$ cat src/rtl/alu_share_arbiter_pkg.sv
// ALU definitions shared by the arbiter top: op encodings {funct3, funct7[5]},
// legality check and the single-cycle combinational ALU function.
package alu_share_arbiter_pkg;

  localparam int ALU_W = 32;
  localparam int SH_W  = $clog2(ALU_W);

  localparam logic [3:0] OP_ADD  = 4'b0000;
  localparam logic [3:0] OP_XOR  = 4'b1000;
  localparam logic [3:0] OP_OR   = 4'b1100;
  localparam logic [3:0] OP_AND  = 4'b1110;
  localparam logic [3:0] OP_SLL  = 4'b0010;
  localparam logic [3:0] OP_SRL  = 4'b1010;
  localparam logic [3:0] OP_SRA  = 4'b1011;
  localparam logic [3:0] OP_SLT  = 4'b0100;
  localparam logic [3:0] OP_SLTU = 4'b0110;

  typedef struct packed {
    logic [ALU_W-1:0] data;
    logic             illegal;
  } alu_res_t;

  function automatic logic is_legal_alu_op(input logic [3:0] sel);
    case (sel)
      OP_ADD, OP_XOR, OP_OR, OP_AND, OP_SLL,
      OP_SRL, OP_SRA, OP_SLT, OP_SLTU: return 1'b1;
      default:                         return 1'b0;
    endcase
  endfunction

  // Shifts look at the whole of operand B: any amount >= ALU_W clears the
  // result, or fills it with the sign bit for SRA.
  function automatic alu_res_t alu_compute(input logic [ALU_W-1:0] a,
                                           input logic [ALU_W-1:0] b,
                                           input logic [3:0]       sel);
    alu_res_t r;
    logic     big_shift;
    big_shift = |b[ALU_W-1:SH_W];
    r.illegal = ~is_legal_alu_op(sel);
    r.data    = '0;
    case (sel)
      OP_ADD:  r.data = a + b;
      OP_XOR:  r.data = a ^ b;
      OP_OR:   r.data = a | b;
      OP_AND:  r.data = a & b;
      OP_SLL:  r.data = big_shift ? '0 : (a << b[SH_W-1:0]);
      OP_SRL:  r.data = big_shift ? '0 : (a >> b[SH_W-1:0]);
      OP_SRA:  r.data = big_shift ? {ALU_W{a[ALU_W-1]}}
                                  : ALU_W'($signed(a) >>> b[SH_W-1:0]);
      OP_SLT:  r.data = {{(ALU_W-1){1'b0}}, ($signed(a) < $signed(b))};
      OP_SLTU: r.data = {{(ALU_W-1){1'b0}}, (a < b)};
      default: r.data = '0;
    endcase
    return r;
  endfunction

endpackage

$ cat src/rtl/alu_share_arbiter_rr_arbiter.sv
// Combinational round-robin picker: rotate eligibility so the pointer sits at
// bit 0, take the lowest set bit, rotate the one-hot result back.
module alu_share_arbiter_rr_arbiter
  import alu_share_arbiter_pkg::*;
#(
  parameter int NUM_REQ = 2,
  parameter int PTR_W   = 1
) (
  input  logic [NUM_REQ-1:0] elig,
  input  logic [PTR_W-1:0]   ptr,
  output logic [NUM_REQ-1:0] grant
);

  logic [NUM_REQ-1:0] rot;
  logic [NUM_REQ-1:0] pick;
  logic               found;

  always_comb begin
    rot   = NUM_REQ'({elig, elig} >> ptr);
    pick  = '0;
    found = 1'b0;
    for (int k = 0; k < NUM_REQ; k++) begin
      if (rot[k] && !found) begin
        pick[k] = 1'b1;
        found   = 1'b1;
      end
    end
    grant = NUM_REQ'(({pick, pick} << ptr) >> NUM_REQ);
  end

endmodule

$ cat src/rtl/alu_share_arbiter.sv
// One shared ALU serving NUM_REQ valid/ready requesters through a round-robin
// arbiter; each requester owns a one-entry result slot held until accepted.
module alu_share_arbiter
  import alu_share_arbiter_pkg::*;
#(
  parameter int NUM_REQ = 2,
  parameter int TAG_W   = 4
) (
  input  logic                     clk,
  input  logic                     rst,
  input  logic [NUM_REQ-1:0]       in_req_valid,
  output logic [NUM_REQ-1:0]       out_req_ready,
  input  logic [NUM_REQ*ALU_W-1:0] in_req_data1,
  input  logic [NUM_REQ*ALU_W-1:0] in_req_data2,
  input  logic [NUM_REQ*4-1:0]     in_req_select,
  input  logic [NUM_REQ*TAG_W-1:0] in_req_tag,
  output logic [NUM_REQ-1:0]       out_rsp_valid,
  input  logic [NUM_REQ-1:0]       in_rsp_ready,
  output logic [NUM_REQ*ALU_W-1:0] out_rsp_data,
  output logic [NUM_REQ*TAG_W-1:0] out_rsp_tag,
  output logic [NUM_REQ-1:0]       out_rsp_illegal,
  output logic [15:0]              out_conflict_cnt
);

  localparam int PTR_W = $clog2(NUM_REQ);

  logic [NUM_REQ-1:0]       rsp_valid_q, rsp_valid_d;
  logic [NUM_REQ*ALU_W-1:0] rsp_data_q, rsp_data_d;
  logic [NUM_REQ*TAG_W-1:0] rsp_tag_q, rsp_tag_d;
  logic [NUM_REQ-1:0]       rsp_illegal_q, rsp_illegal_d;
  logic [PTR_W-1:0]         ptr_q, ptr_d;
  logic [15:0]              conflict_cnt_q, conflict_cnt_d;

  logic [NUM_REQ-1:0] elig;
  logic [NUM_REQ-1:0] grant;
  logic [2:0]         elig_cnt;
  logic [PTR_W-1:0]   winner;
  logic [ALU_W-1:0]   op_a, op_b;
  logic [3:0]         op_sel;
  logic [TAG_W-1:0]   op_tag;
  alu_res_t           alu_res;

  // A full slot is still eligible if its consumer drains it this cycle.
  genvar gi;
  generate
    for (gi = 0; gi < NUM_REQ; gi++) begin : g_elig
      assign elig[gi] = in_req_valid[gi] & (~rsp_valid_q[gi] | in_rsp_ready[gi]);
    end
  endgenerate

  alu_share_arbiter_rr_arbiter #(
    .NUM_REQ (NUM_REQ),
    .PTR_W   (PTR_W)
  ) u_rr (
    .elig  (elig),
    .ptr   (ptr_q),
    .grant (grant)
  );

  assign out_req_ready = grant;

  // Grant is one-hot, so an AND-OR mux selects the operands without priority.
  always_comb begin
    op_a   = '0;
    op_b   = '0;
    op_sel = '0;
    op_tag = '0;
    winner = '0;
    for (int i = 0; i < NUM_REQ; i++) begin
      op_a   |= in_req_data1[ALU_W*i +: ALU_W] & {ALU_W{grant[i]}};
      op_b   |= in_req_data2[ALU_W*i +: ALU_W] & {ALU_W{grant[i]}};
      op_sel |= in_req_select[4*i +: 4]        & {4{grant[i]}};
      op_tag |= in_req_tag[TAG_W*i +: TAG_W]   & {TAG_W{grant[i]}};
      winner |= PTR_W'(i) & {PTR_W{grant[i]}};
    end
    alu_res = alu_compute(op_a, op_b, op_sel);
  end

  always_comb begin
    rsp_valid_d   = rsp_valid_q;
    rsp_data_d    = rsp_data_q;
    rsp_tag_d     = rsp_tag_q;
    rsp_illegal_d = rsp_illegal_q;
    for (int i = 0; i < NUM_REQ; i++) begin
      if (grant[i]) begin
        rsp_valid_d[i]                  = 1'b1;
        rsp_data_d[ALU_W*i +: ALU_W]    = alu_res.data;
        rsp_tag_d[TAG_W*i +: TAG_W]     = op_tag;
        rsp_illegal_d[i]                = alu_res.illegal;
      end else if (in_rsp_ready[i]) begin
        rsp_valid_d[i] = 1'b0;
      end
    end
  end

  always_comb begin
    ptr_d = ptr_q;
    if (|grant) begin
      ptr_d = (winner == PTR_W'(NUM_REQ - 1)) ? '0 : winner + PTR_W'(1);
    end
    elig_cnt = '0;
    for (int i = 0; i < NUM_REQ; i++) begin
      elig_cnt = elig_cnt + 3'(elig[i]);
    end
    conflict_cnt_d = conflict_cnt_q;
    if (elig_cnt >= 3'd2 && conflict_cnt_q != 16'hFFFF) begin
      conflict_cnt_d = conflict_cnt_q + 16'd1;
    end
  end

  always_ff @(posedge clk or posedge rst) begin
    if (rst) begin
      rsp_valid_q    <= '0;
      rsp_data_q     <= '0;
      rsp_tag_q      <= '0;
      rsp_illegal_q  <= '0;
      ptr_q          <= '0;
      conflict_cnt_q <= '0;
    end else begin
      rsp_valid_q    <= rsp_valid_d;
      rsp_data_q     <= rsp_data_d;
      rsp_tag_q      <= rsp_tag_d;
      rsp_illegal_q  <= rsp_illegal_d;
      ptr_q          <= ptr_d;
      conflict_cnt_q <= conflict_cnt_d;
    end
  end

  assign out_rsp_valid    = rsp_valid_q;
  assign out_rsp_data     = rsp_data_q;
  assign out_rsp_tag      = rsp_tag_q;
  assign out_rsp_illegal  = rsp_illegal_q;
  assign out_conflict_cnt = conflict_cnt_q;

endmodule

$ cat config.mk
export PLATFORM = sky130hd
export DESIGN_NAME = alu_share_arbiter
export DESIGN_NICKNAME = d
export VERILOG_FILES = /design/src/rtl/alu_share_arbiter_pkg.sv /design/src/rtl/alu_share_arbiter_rr_arbiter.sv /design/src/rtl/alu_share_arbiter.sv
export SDC_FILE = /design/constraint.sdc
export NUM_CORES = 1
export LEC_CHECK = 0
export BUFFER_PORTS_ARGS = -buffer_cell sky130_fd_sc_hd__buf_2
export CAP_MARGIN = 15
export CORE_MARGIN = 2
export CORE_UTILIZATION = 54
export DETAILED_ROUTE_END_ITERATION = 10
export PLACE_DENSITY = 0.75
export SYNTH_ARGS = -nofsm -noshare
export SYNTH_HDL_FRONTEND = slang
export SYNTH_HIERARCHICAL = 1
export SYNTH_SLANG_ARGS = --single-unit
export TNS_END_PERCENT = 30
$ cat constraint.sdc
create_clock -name clk -period 12.3 [get_ports clk]
set_clock_uncertainty 0.05 [all_clocks]
set_input_delay 2.46 -clock clk [delete_from_list [all_inputs] [get_ports clk]]
set_output_delay 2.46 -clock clk [all_outputs]
set_load 0.01 [all_outputs]
Word level (Yosys, flattened, before mapping)
Memories as Yosys holds them, arrays and structs flattened.
Cells that the tools add are included.
{"block": "word_totals", "register_bits": 93, "romBits": 16, "memories": 1}
{"memory": "(no name shown)", "words": 16, "word_bits": 1, "rd": 1, "rd_ports_with_merged_regs": 0, "wr": 0, "line": "alu_share_arbiter_pkg.sv:24", "rtl": "case (sel)"}
{"block": "op_classes", "addsub": 4, "order_cmp": 3, "reduce_logical": 8, "shifts": 5, "bitwise": 22, "n_eq_ne": 9, "muxes": 11}
{"operator": "$pmux 32 s9", "n": 1}
{"operator": "$and 32x32->32", "n": 5}
{"operator": "$mux 32", "n": 3}
{"operator": "$or 32x32->32", "n": 3}
{"operator": "$lt 32x32->1", "n": 2}
{"operator": "$add 32x32->32", "n": 1}
{"operator": "$shl 32x5->32", "n": 1}
{"operator": "$shr 32x5->32", "n": 1}
{"operator": "$sshr 32x5->32", "n": 1}
{"operator": "$xor 32x32->32", "n": 1}
{"operator": "$reduce_or 27->1", "n": 1}
{"operator": "$eq 4x4->1 const B", "n": 5}
{"operator": "$add 16x1->16 const B", "n": 1}
{"operator": "$and 4x4->4", "n": 4}
{"operator": "$ne 16x16->1 const B", "n": 1}
{"operator": "$eq 4x3->1 const B", "n": 2}
{"operator": "$or 4x4->4", "n": 2}
{"operator": "$mux 1", "n": 7}
{"operator": "$eq 4x2->1 const B", "n": 1}
{"operator": "$logic_not 4->1", "n": 1}
{"operator": "$reduce_bool 2->1", "n": 2}
{"operator": "$shl 4x1->4", "n": 1}
{"operator": "$shr 4x1->2", "n": 1}
{"operator": "$not 1->1", "n": 3}
{"operator": "8 further kinds", "n": 11}

Depth between registers and ports, before layout
{"block": "logic_depth", "depth_word": 14, "ltp_mapped": 21, "mapped_depth_nobuf": 15}

Cells and area by module
The synthesis kept the hierarchy.
{"module": "alu_share_arbiter", "seq_area_each_um2": 2327.2, "cells_each": 1661, "area_per_inst_um2": 12833.6, "instances": 1}
{"module": "alu_share_arbiter_rr_arbiter", "seq_area_each_um2": 0.0, "cells_each": 3, "area_per_inst_um2": 18.8, "instances": 1}

Least setup slack after synthesis
No wires, ideal clock.
{"block": "synth_timing", "path_type": "input to register", "startpoint": "input in_rsp_ready[1]", "endpoint": "register rsp_data_q[25] (netlist: out_rsp_data[25])", "arrival_time_ns": 6.631, "required_time_ns": 12.125, "path_stages": 20, "setup_slack_ns": 5.494, "cell_sequence": "nand2b_1 nand2_1 inv_1 a21boi_0 buf_6 buf_6 buf_4 clkbuf_1 clkbuf_1 a22o_1 ha_1 buf_2 and4_4 a31o_1 a221o_1 a2111o_1 nand2_2 mux2i_1 a2111o_1 mux2_2"}
{"block": "synth_via", "elab_chain_len": 13}
{"element": "start, declared", "line": "alu_share_arbiter.sv:18", "rtl": "input logic [NUM_REQ-1:0] in_rsp_ready,"}
{"element": "$or 1x1->1 (*)", "line": "alu_share_arbiter.sv:47", "rtl": "assign elig[gi] = in_req_valid[gi] & (~rsp_valid_q[gi] | in_rsp_ready[gi]);"}
{"element": "$and 1x1->1 (*)", "line": "alu_share_arbiter.sv:47"}
{"element": "net elig[1]", "line": "alu_share_arbiter.sv:34", "rtl": "logic [NUM_REQ-1:0] elig;"}
{"element": "$shr 4x1->2 (*)", "line": "alu_share_arbiter_rr_arbiter.sv:19", "rtl": "rot = NUM_REQ'({elig, elig} >> ptr);"}
{"element": "$mux 1", "line": "alu_share_arbiter_rr_arbiter.sv:23", "rtl": "if (rot[k] && !found) begin"}
{"element": "$logic_not 1->1", "line": "alu_share_arbiter_rr_arbiter.sv:23"}
{"element": "$logic_and 1x1->1", "line": "alu_share_arbiter_rr_arbiter.sv:23"}
{"element": "$mux 1", "line": "alu_share_arbiter_rr_arbiter.sv:23"}
{"element": "$shl 4x1->4 (*)", "line": "alu_share_arbiter_rr_arbiter.sv:28", "rtl": "grant = NUM_REQ'(({pick, pick} << ptr) >> NUM_REQ);"}
{"element": "net out_req_ready[0]", "line": "alu_share_arbiter.sv:12", "rtl": "output logic [NUM_REQ-1:0] out_req_ready,"}
{"element": "branches (longest 5 deep; another with $add 32x32->32)"}
{"element": "end signal, assigned", "line": "alu_share_arbiter.sv:121", "rtl": "rsp_data_q <= rsp_data_d;"}
{"element": "end, declared", "line": "alu_share_arbiter.sv:28", "rtl": "logic [NUM_REQ*ALU_W-1:0] rsp_data_q, rsp_data_d;"}
Mark *: on every way through the listed nets, which the timed path passes.
A chain may end at the register's enable or synchronous reset.

Worst setup path after layout
{"block": "layout_timing", "startpoint": "input in_rsp_ready[1]", "endpoint": "register rsp_data_q[32] (netlist: out_rsp_data[32])"}
{"block": "layout_via", "elab_chain_len": 13}
{"element": "$or 1x1->1 (*)", "line": "alu_share_arbiter.sv:47"}
{"element": "$and 1x1->1 (*)", "line": "alu_share_arbiter.sv:47"}
{"element": "net elig[1]", "line": "alu_share_arbiter.sv:34"}
{"element": "$shr 4x1->2 (*)", "line": "alu_share_arbiter_rr_arbiter.sv:19"}
{"element": "$mux 1", "line": "alu_share_arbiter_rr_arbiter.sv:23"}
{"element": "$logic_not 1->1", "line": "alu_share_arbiter_rr_arbiter.sv:23"}
{"element": "$logic_and 1x1->1", "line": "alu_share_arbiter_rr_arbiter.sv:23"}
{"element": "$mux 1", "line": "alu_share_arbiter_rr_arbiter.sv:23"}
{"element": "$shl 4x1->4 (*)", "line": "alu_share_arbiter_rr_arbiter.sv:28"}
{"element": "branches (longest 5 deep; another with $add 32x32->32)"}
Marked as above.

==> metrics <==
worst hold path depth 1; reg2reg setup slack 6.44 ns; total iterations of the first detailed-routing run 8; Seq cells post-synth 93; kind of cell adding the most delay to the critical path compound AO/OA/AOI/OAI gates; CP max-delay cell o311ai_0; Critical Path Sink Type flop; placed cell count 2127; crit path kind in2reg; startpoint types primary input; Max-Cap Viols 0; PwrDens 157 nW/um^2; Tightest Hold Check Type reg2reg; Final setup viols 0; ANT cells 0; critical-path cell list buf_2 -> nand2b_1 -> nand2_1 -> inv_1 -> a21boi_4 -> buf_4 -> a22o_4 -> inv_2 -> ha_1 -> or2_2 -> o221ai_1 -> a211oi_1 -> o311ai_0 -> a31oi_1 -> o21a_1 -> nor3_1 -> a41oi_1; chip height 158 um; global-route wire length before repair 88.9 mm; CTS tree done; clk slew on worst S/H paths 0.08 ns; PortBufs 243; final instance area 14300 um^2; min Tclk post-route 7.66 ns; final setup TNS 0 ns; Least-Margin Pin Slew 1.02 ns; post_cts resized 0; initial antenna violation count 1; fin crit share 62.2%; Die ar. 25100 um^2; Root Buffer Master clkbuf_16; required time of the critical path 12.45 ns; WP data arrival 7.81 ns; Post-CTS Setup Repair Bufs 0; GRT Residual Overflow 0; detailed-route wire length per cell 28.7 um; Mapped Nets 1911; Finished Layout Cells 2143; Post-Place Cell Area 14000 um^2; predominant post-synthesis flop cell dfrtp_1; Yosys warnings 6; Worst Hold Path EP out_conflict_cnt[14]; WL final 61.6 mm; Final ANT Viol Nets 0; leakage 6.52 nW; Post-DP HPWL 47.7 mm; cells on worst reg2reg path 16; total CTS buffers 9; VDD IR max 114 uV; initial core utilization 54.9%; Overall Global Routing Usage 47.7%; fin worst setup slack 4.64 ns; Core Footprint 23400 um^2; Final Max Slew Viols 0; buffers and inverters on the worst path 4; share of layout cells above drive strength 1 19.4%; Worst-Skew Late Latency 0.35 ns; P&R area growth vs syn 11.6%; pre-CTS setup slack 4.55 ns; Die Wd 158 um; area of the mapped netlist 12900 um^2; critical path peak fanout 55; vias in the first global route 14200; DRC 0; cell row count 56; Finished Core Util 61.3%; DR vias 15600; hold path start out_conflict_cnt[14]; Yosys top cell by area dfrtp_1; top-area cell type share of the netlist area 18.1%; CTS Buffer Depth 2; Hold Vio Cnt, Final 0; clock sink count 93; RSZ-0062 raised after global routing false; synth unique cells 88; # hold bufs at CTS 0; IO Count 244; EDFF count, synth 0; post-synthesis area per instance 7.72 um^2; ys async rst share 100%; Critical R2R Launch out_rsp_valid[1]; GP Congestion 1.10; final net count 2066; post-synthesis cell count 1664; Reg2Reg Capture Point out_rsp_data[32]; Detailed Route Iter0 Violations 2829; H-tree levels 3; largest cells by area after synthesis dfrtp_1 (18%), mux2i_1 (9.9%), ha_1 (9.3%), a21oi_1 (5.9%), nor2_1 (5.5%); Relative slew margins 31.8%; status completed; Seq/Total Area, Yosys 18.1%; crit-path max cell delay 0.64 ns; fmax 131 MHz; DR vias/cell 7.26; largest net degree at the start of global routing 97
==> synthesized netlist by cell type (6+ instances only) <==
master	instances
a211oi_1	31
a311oi_1	6
nor4_1	22
a22o_1	58
inv_1	77
xnor2_1	18
nor3_1	44
o22ai_1	26
a211o_1	6
o21a_1	8
buf_1	8
mux4_2	10
o221ai_1	7
o31ai_1	6
xor2_1	7
clkbuf_1	65
or3_1	14
ha_1	96
mux2_2	19
a22oi_1	22
o2111ai_1	10
a32oi_1	6
o311ai_0	7
nand2_1	113
a221oi_1	26
nand2b_1	11
nand3_1	37
buf_6	17
a31oi_1	28
a21oi_1	151
o211ai_1	34
a21o_1	14
o21bai_1	11
and2_1	9
nor2_1	190
buf_2	22
nand4_1	25
mux2i_1	127
dfrtp_1	93
buf_4	11
o21ai_0	58
and3_1	18
==> cells by family (layout without fill, tap and decap cells) <==
logic type                 count (synthesis)  count (layout)  share of synthesized area [%]
AOI/OAI and AO/OA                        566             566                           30.7
and+or+nand+nor                          515             515                           18.7
buffers and inverters                    211             371                           7.90
muxes                                    157             157                           13.4
adders and majority gates                 97              97                           9.50
DFF                                       93              93                           18.1
xor gates and xnor gates                  25              25                           1.70
==> how the worst max path moves through the flow <==
stage	from	to	slack (ns)	cells past startpoint
after floorplan	in_rsp_ready[1]	out_rsp_data[25]	5.49	20
after detailed placement	in_rsp_ready[1]	out_rsp_data[0]	4.55	18
after global routing	in_rsp_ready[1]	out_rsp_data[0]	4.52	18
after CTS	in_rsp_ready[1]	out_rsp_data[0]	4.90	18
after global placement	in_rsp_ready[1]	out_rsp_data[0]	4.78	18
final	in_rsp_ready[1]	out_rsp_data[32]	4.64	17
==> sequential cells by signal, indices dropped and copies added (netlist names) <==
name              flops
out_conflict_cnt     16
out_rsp_data         64
out_rsp_illegal       2
out_rsp_tag           8
out_rsp_valid         2
ptr_q                 1
==> cell usage in the layout (no fill, tap or decap), types with 31 or more instances in the layout <==
cell	instances
a21oi_1	151
ha_1	96
nand2_1	113
buf_2	243
o211ai_1	34
inv_1	76
o21ai_0	58
a22o_1	56
nand3_1	37
nor2_1	190
nor3_1	44
mux2i_1	127
a211oi_1	31
dfrtp_1	93
==> layer usage <==
metal / vias up / wire length, um / track usage, %
met5: - / 0 / 0
met4: 0 / 5020 / 29.6
met3: 312 / 8320 / 13.7
met2: 1346 / 26000 / 70.7
met1: 7320 / 22200 / 61.2
li1: 6585 / - / -
==> where the power goes <==
part / internal, mW / switching [mW]
clock: 0.146 / 0.142
sequential: 0.410 / 0.0770
combinational: 0.481 / 0.994
total: 1.04 / 1.21
==> through the flow <==
stage	hold WS (ns)	total power, mW
2_1_floorplan	0.426	1.36
3_3_place_gp	0.427	1.86
5_1_grt	0.456	2.33
3_5_place_dp	0.429	1.88
6_report	0.444	2.25
4_1_cts	0.444	2.18
==> cell type report <==
cell class,instances,area [um^2]
multi-input combinational,1360,9540
fill,2115,9060
sequential,93,2330
timing repair buffer,268,1420
tap,319,399
inverter,87,343
clock buffer,9,225
clock inverter,7,91.3
Note: power is estimated with default switching activity, not from simulation.
